File: src/rtl/time_date_counter.sv
// Real-time clock/calendar core. Advances HH:MM:SS and YY/MM/DD once per
// prescaler tick, loads sanitised time/date/alarm values on request with a
// one-cycle acknowledge, and pulses ALARM_MATCH when the running time reaches
// the stored alarm time.
module time_date_counter #(
  parameter int TICK_DIV = 1000000
) (
  input  logic        CLK,
  input  logic        RESETN,
  input  logic [5:0]  MODE,
  input  logic        SETTING,
  input  logic        ALARM_SETTING,
  input  logic        ALARM_ENABLE,
  input  logic [16:0] OUT_TIME,
  input  logic [15:0] OUT_DATE,
  input  logic [16:0] OUT_ALARM_TIME,
  output logic [16:0] IN_TIME,
  output logic [15:0] IN_DATE,
  output logic [16:0] IN_ALARM_TIME,
  output logic        SETTING_OK,
  output logic        ALARM_MATCH
);

  localparam int PW = (TICK_DIV > 1) ? $clog2(TICK_DIV) : 1;
  localparam logic [PW-1:0] PRE_LAST = PW'(TICK_DIV - 1);

  typedef enum logic [1:0] {
    S_IDLE     = 2'd0,
    S_ACK      = 2'd1,
    S_WAIT_LOW = 2'd2
  } state_e;

  // Days in the given month; February has 29 days when year[1:0] is zero.
  function automatic logic [4:0] days_in_month(input logic [6:0] year, input logic [3:0] month);
    logic [4:0] dim;
    case (month)
      4'd4, 4'd6, 4'd9, 4'd11: dim = 5'd30;
      4'd2:                    dim = (year[1:0] == 2'd0) ? 5'd29 : 5'd28;
      default:                 dim = 5'd31;
    endcase
    return dim;
  endfunction

  // Force each time field into its legal range (out-of-range fields become 0).
  function automatic logic [16:0] sanitize_time(input logic [16:0] t);
    logic [4:0] h;
    logic [5:0] m;
    logic [5:0] s;
    h = (t[16:12] > 5'd23) ? 5'd0 : t[16:12];
    m = (t[11:6]  > 6'd59) ? 6'd0 : t[11:6];
    s = (t[5:0]   > 6'd59) ? 6'd0 : t[5:0];
    return {h, m, s};
  endfunction

  // Force each date field into range; the day is clamped against the
  // already-sanitised year and month.
  function automatic logic [15:0] sanitize_date(input logic [15:0] d);
    logic [6:0] y;
    logic [3:0] mo;
    logic [4:0] dy;
    logic [4:0] dim;
    y  = (d[15:9] > 7'd99) ? 7'd0 : d[15:9];
    mo = ((d[8:5] == 4'd0) || (d[8:5] > 4'd12)) ? 4'd1 : d[8:5];
    dim = days_in_month(y, mo);
    if (d[4:0] == 5'd0) begin
      dy = 5'd1;
    end else if (d[4:0] > dim) begin
      dy = dim;
    end else begin
      dy = d[4:0];
    end
    return {y, mo, dy};
  endfunction

  logic [PW-1:0] presc_q, presc_d;
  logic [4:0]    hour_q, hour_d;
  logic [5:0]    min_q, min_d;
  logic [5:0]    sec_q, sec_d;
  logic [6:0]    year_q, year_d;
  logic [3:0]    month_q, month_d;
  logic [4:0]    day_q, day_d;
  logic [16:0]   alarm_q, alarm_d;
  logic          upd_q, upd_d;
  logic          match_q, match_d;
  logic          ok_q;
  state_e        state_q;

  logic       halt_s, req_s, load_s, tick_s;
  logic       c_sec_s, c_min_s, c_hour_s, c_day_s, c_mon_s;
  logic [4:0] dim_cur_s;
  logic       unused_mode_s;

  assign unused_mode_s = ^MODE[3:0];
  assign halt_s    = MODE[4] & ~MODE[5];
  assign req_s     = SETTING | ALARM_SETTING;
  assign load_s    = (state_q == S_IDLE) && req_s;
  // A load on the same edge as a tick wins; that tick is discarded.
  assign tick_s    = !halt_s && (presc_q == PRE_LAST) && !load_s;
  assign dim_cur_s = days_in_month(year_q, month_q);
  assign c_sec_s   = (sec_q == 6'd59);
  assign c_min_s   = c_sec_s && (min_q == 6'd59);
  assign c_hour_s  = c_min_s && (hour_q == 5'd23);
  assign c_day_s   = c_hour_s && (day_q == dim_cur_s);
  assign c_mon_s   = c_day_s && (month_q == 4'd12);

  // Prescaler: held at 0 while halted, restarted by a load, wraps after the tick.
  always_comb begin
    presc_d = presc_q;
    if (halt_s || load_s || (presc_q == PRE_LAST)) begin
      presc_d = '0;
    end else begin
      presc_d = presc_q + PW'(1);
    end
  end

  // Time/date next state: sanitised load, else carry chain on tick, else hold.
  always_comb begin
    hour_d  = hour_q;
    min_d   = min_q;
    sec_d   = sec_q;
    year_d  = year_q;
    month_d = month_q;
    day_d   = day_q;
    if (load_s && SETTING) begin
      {hour_d, min_d, sec_d}    = sanitize_time(OUT_TIME);
      {year_d, month_d, day_d}  = sanitize_date(OUT_DATE);
    end else if (tick_s) begin
      sec_d   = c_sec_s  ? 6'd0 : sec_q + 6'd1;
      min_d   = c_sec_s  ? (c_min_s  ? 6'd0 : min_q + 6'd1)   : min_q;
      hour_d  = c_min_s  ? (c_hour_s ? 5'd0 : hour_q + 5'd1)  : hour_q;
      day_d   = c_hour_s ? (c_day_s  ? 5'd1 : day_q + 5'd1)   : day_q;
      month_d = c_day_s  ? (c_mon_s  ? 4'd1 : month_q + 4'd1) : month_q;
      year_d  = c_mon_s  ? ((year_q == 7'd99) ? 7'd0 : year_q + 7'd1) : year_q;
    end else begin
      hour_d  = hour_q;
      min_d   = min_q;
      sec_d   = sec_q;
      year_d  = year_q;
      month_d = month_q;
      day_d   = day_q;
    end
  end

  // Alarm register load and alarm compare, evaluated the cycle after a tick update.
  always_comb begin
    alarm_d = alarm_q;
    if (load_s && ALARM_SETTING) begin
      alarm_d = sanitize_time(OUT_ALARM_TIME);
    end else begin
      alarm_d = alarm_q;
    end
    upd_d   = tick_s;
    match_d = upd_q && ALARM_ENABLE && !halt_s && ({hour_q, min_q, sec_q} == alarm_q);
  end

  // Datapath registers.
  always_ff @(posedge CLK or negedge RESETN) begin
    if (!RESETN) begin
      presc_q <= '0;
      hour_q  <= 5'd0;
      min_q   <= 6'd0;
      sec_q   <= 6'd0;
      year_q  <= 7'd0;
      month_q <= 4'd1;
      day_q   <= 5'd1;
      alarm_q <= 17'd0;
      upd_q   <= 1'b0;
      match_q <= 1'b0;
    end else begin
      presc_q <= presc_d;
      hour_q  <= hour_d;
      min_q   <= min_d;
      sec_q   <= sec_d;
      year_q  <= year_d;
      month_q <= month_d;
      day_q   <= day_d;
      alarm_q <= alarm_d;
      upd_q   <= upd_d;
      match_q <= match_d;
    end
  end

  // Load handshake FSM: acknowledge once, then wait for both requests to drop.
  always_ff @(posedge CLK or negedge RESETN) begin
    if (!RESETN) begin
      state_q <= S_IDLE;
      ok_q    <= 1'b0;
    end else begin
      case (state_q)
        S_IDLE: begin
          if (req_s) begin
            state_q <= S_ACK;
            ok_q    <= 1'b1;
          end else begin
            state_q <= S_IDLE;
            ok_q    <= 1'b0;
          end
        end
        S_ACK: begin
          state_q <= S_WAIT_LOW;
          ok_q    <= 1'b0;
        end
        S_WAIT_LOW: begin
          ok_q <= 1'b0;
          if (!req_s) begin
            state_q <= S_IDLE;
          end else begin
            state_q <= S_WAIT_LOW;
          end
        end
        default: begin
          state_q <= S_IDLE;
          ok_q    <= 1'b0;
        end
      endcase
    end
  end

  assign IN_TIME       = {hour_q, min_q, sec_q};
  assign IN_DATE       = {year_q, month_q, day_q};
  assign IN_ALARM_TIME = alarm_q;
  assign SETTING_OK    = ok_q;
  assign ALARM_MATCH   = match_q;

endmodule

File: config.mk
export PLATFORM = sky130hd
export DESIGN_NAME = time_date_counter
export DESIGN_NICKNAME = d
export VERILOG_FILES = /design/src/rtl/time_date_counter.sv
export SDC_FILE = /design/constraint.sdc
export NUM_CORES = 1
export LEC_CHECK = 0
export BUFFER_PORTS_ARGS = -buffer_cell sky130_fd_sc_hd__buf_4
export CORE_UTILIZATION = 54
export DETAILED_ROUTE_END_ITERATION = 12
export GPL_ROUTABILITY_DRIVEN = 0
export PLACE_DENSITY = 0.8
export REMOVE_ABC_BUFFERS = 1
export SYNTH_ARGS = -nofsm -noshare
export SYNTH_HDL_FRONTEND = slang
export SYNTH_SLANG_ARGS = --single-unit
export TNS_END_PERCENT = 50
File: constraint.sdc
create_clock -name CLK -period 3.6 [get_ports CLK]
set_input_delay 0.36 -clock CLK [delete_from_list [all_inputs] [get_ports CLK]]
set_output_delay 0.36 -clock CLK [all_outputs]
set_load 0.03 [all_outputs]
==> summary.txt <==
Hold WC Path Type: in -> async
DRC: 0
Period utilization: 79.9%
Setup crit start kind: flop
FMAX: 0.348 GHz
Total GRT Usage: 27.0%
IO Pins: 113
Share of synthesized registers carrying an async set or reset: 100%
Worst Reg-to-Reg Cells: 7
Clk pin slew, worst setup/hold paths: 0.08 ns
CTS root buf: clkbuf_8
Worst skew pair latency: 0.35 ns
Antenna viol nets, final: 0
Core box area: 0.00781 sq mm
Setup TNS Final: 0 ns
Max IR drop VDD: 0.525 mV
Tot Pwr: 4360 uW
Initial antenna violation count: 0
Number of port buffers: 108
Syn-to-layout area delta: 24.0%
RSZ-0062 raised after global routing: false
Via Count: 4125
Post-Layout Inst Area: 0.00548 sq mm
Seq/Total Area, Yosys: 42.5%
Ant diodes: 0
Iteration-0 DRC Markers: 280
Dpl ws: 0.778 ns
Synth Register Bits: 75
Placed cell areas: 0.00530 sq mm
Chip height: 92.5 um
Detailed placement HPWL: 8030 um
Initial core utilization: 56.7%
Vias in the first global route: 3861
FF-to-FF setup slack: 0.72 ns
CP Capture Type: flop
Top_reg_cell synth: dfrtp_1
Die area: 0.00856 sq mm
RR Endpoint: month_q[2]$_DFFE_PN0P_
Global route overflow: 0
P per Cell Area: 795 mW/mm^2
# Max-Cap Violations: 0
WHS: 0.131 ns
Largest net degree at the start of global routing: 76
Drt pass-1 iters: 5
Hold_buf cts: 0
Post-synthesis instance area: 0.00442 sq mm
Global-route wire length before repair: 18100 um
H-tree Lvls: 3
Most frequent cell after synthesis: dfrtp_1
Clock sink total: 75
Outcome: finished clean
Via/cell ratio: 5.94
Final wirelength: 11000 um
Worst Clk Skew: 0.0140 ns
Share of layout cells above drive strength 1: 24.5%
Post-Syn Instances: 480
Critical path class: reg -> reg
Worst r2r src: sec_q[0]$_DFFE_PN0P_
Largest driver fanout on the critical path: 9
CP required: 3.86 ns
Post-synth top cells: 73 x dfrtp_1, 48 x nor2_1, 41 x nand2_1
Data arrival time of the worst path: 3.14 ns
Nets: 663
Post-layout min period: 2.88 ns
Post-synth cell types: 64
Slew @ Worst Pin: 1.07 ns
Relative slew margins: 28.0%
Post-synth EDFFs: 0
Post-synth top area share: 41.3%
Syn avg cell area: 9.21 sq um
Die Span X: 92.5 um
CTS tree: done
Slew Viols, Final: 0
Post-CTS Setup Bufs: 0
Longest Clk Path Bufs: 2
Setup WS post-layout: 0.725 ns
Setup violations, final: 0
Wire per inst: 15.9 um
Total number of yosys warnings: 0
Rows: 32
Cells resized by post-CTS repair: 0
Dominant cells by area after synthesis: dfrtp_1 41%, xor2_1 4.4%, nor2_1 4.1%, o21ai_0 4.0%, ha_1 3.7%
Leakage Power: 0.00245 uW
Final hold vios: 0
CTS Buf Count: 9
Area leader, netlist: dfrtp_1
-- logic make-up (layout without fill, tap and decap cells) --
group                    count (synthesis)  in the layout  share of synthesized area, %
AO/OA/AOI/OAI                          120            120                          18.1
XOR/XNOR                                38             38                          7.52
adder cells (fa/ha/maj)                 13             13                          3.68
buffers and inverters                   28            140                          3.03
flip-flops                              75             75                          42.5
multiplexers                             5              5                          1.27
AND/OR/NAND/NOR                        201            201                          23.9
-- flip-flops by register name (all words and copies together), names as in the netlist --
signal,flops
IN_ALARM_TIME,17
month_q,4
day_q,5
year_q,7
upd_q,1
state_q,2
min_q,6
hour_q,5
presc_q,20
sec_q,6
SETTING_OK,1
ALARM_MATCH,1
-- area by class of cell --
| class | instances | area [sq um] |
|---|---|---|
| inverters | 16 | 60.1 |
| flip-flops and latches | 75 | 1880 |
| clock buffers | 9 | 124 |
| well taps | 102 | 128 |
| clock inverters | 5 | 56.3 |
| multi-input cells | 377 | 2410 |
| fillers | 649 | 2320 |
| repair buffers | 110 | 826 |
-- worst max-delay path, stage by stage (launching register included) --
cell,delay [ns]
dfrtp_1,0.46
ha_1,0.27
nand2_1,0.13
or4_1,0.66
nor3b_1,0.44
nand3_2,0.26
or3b_1,0.40
a31oi_1,0.18
-- layout by cell type, fill, tap and decap left out, types with 4 or more instances in the layout --
cell type,n
o21ai_0,35
and3_1,9
xor2_1,22
ha_1,13
inv_1,16
nand3b_1,4
nand4_1,6
nand4b_1,4
xnor2_1,16
o22ai_1,7
a21oi_1,22
nor4_1,6
nand2b_1,4
a32oi_1,4
nor2b_1,5
a22o_1,13
a31oi_1,9
nor3b_1,5
a41oi_1,4
nor3_1,20
nand3_1,23
dfrtp_1,73
clkbuf_8,9
nor2_1,48
nand2_1,41
buf_4,110
o31ai_1,4
and2_1,4
-- power by group --
part           switching [uW]  internal, uW
clock network             310           311
logic                    1320           869
registers                 424          1130
-- routing by layer --
layer	global-route usage, %	up-vias	wire length, um
met3	5.25	17	711
met2	42.3	151	5200
met4	10.9	0	194
met1	36.7	1976	4910
li1	-	1981	-
met5	0	-	0
-- how the worst max path moves through the flow --
stage	start	to	slack, ns
after global placement	sec_q[0]$_DFFE_PN0P_	month_q[2]$_DFFE_PN0P_	0.86
after floorplan	year_q[0]$_DFFE_PN0P_	year_q[5]$_DFFE_PN0P_	0.85
after detailed placement	sec_q[0]$_DFFE_PN0P_	month_q[2]$_DFFE_PN0P_	0.78
final	sec_q[0]$_DFFE_PN0P_	month_q[2]$_DFFE_PN0P_	0.72
after global routing	sec_q[0]$_DFFE_PN0P_	month_q[2]$_DFFE_PN0P_	0.48
after CTS	sec_q[0]$_DFFE_PN0P_	month_q[2]$_DFFE_PN0P_	0.75
-- stage by stage --
stage | util (%) | std cells
floorplan | - | 468
global placement | 67.9 | 680
detailed placement | 67.9 | 680
CTS | 70.2 | 694
global route | 70.2 | 694
finish | 70.2 | 694
(Power assumes the default switching activity.)
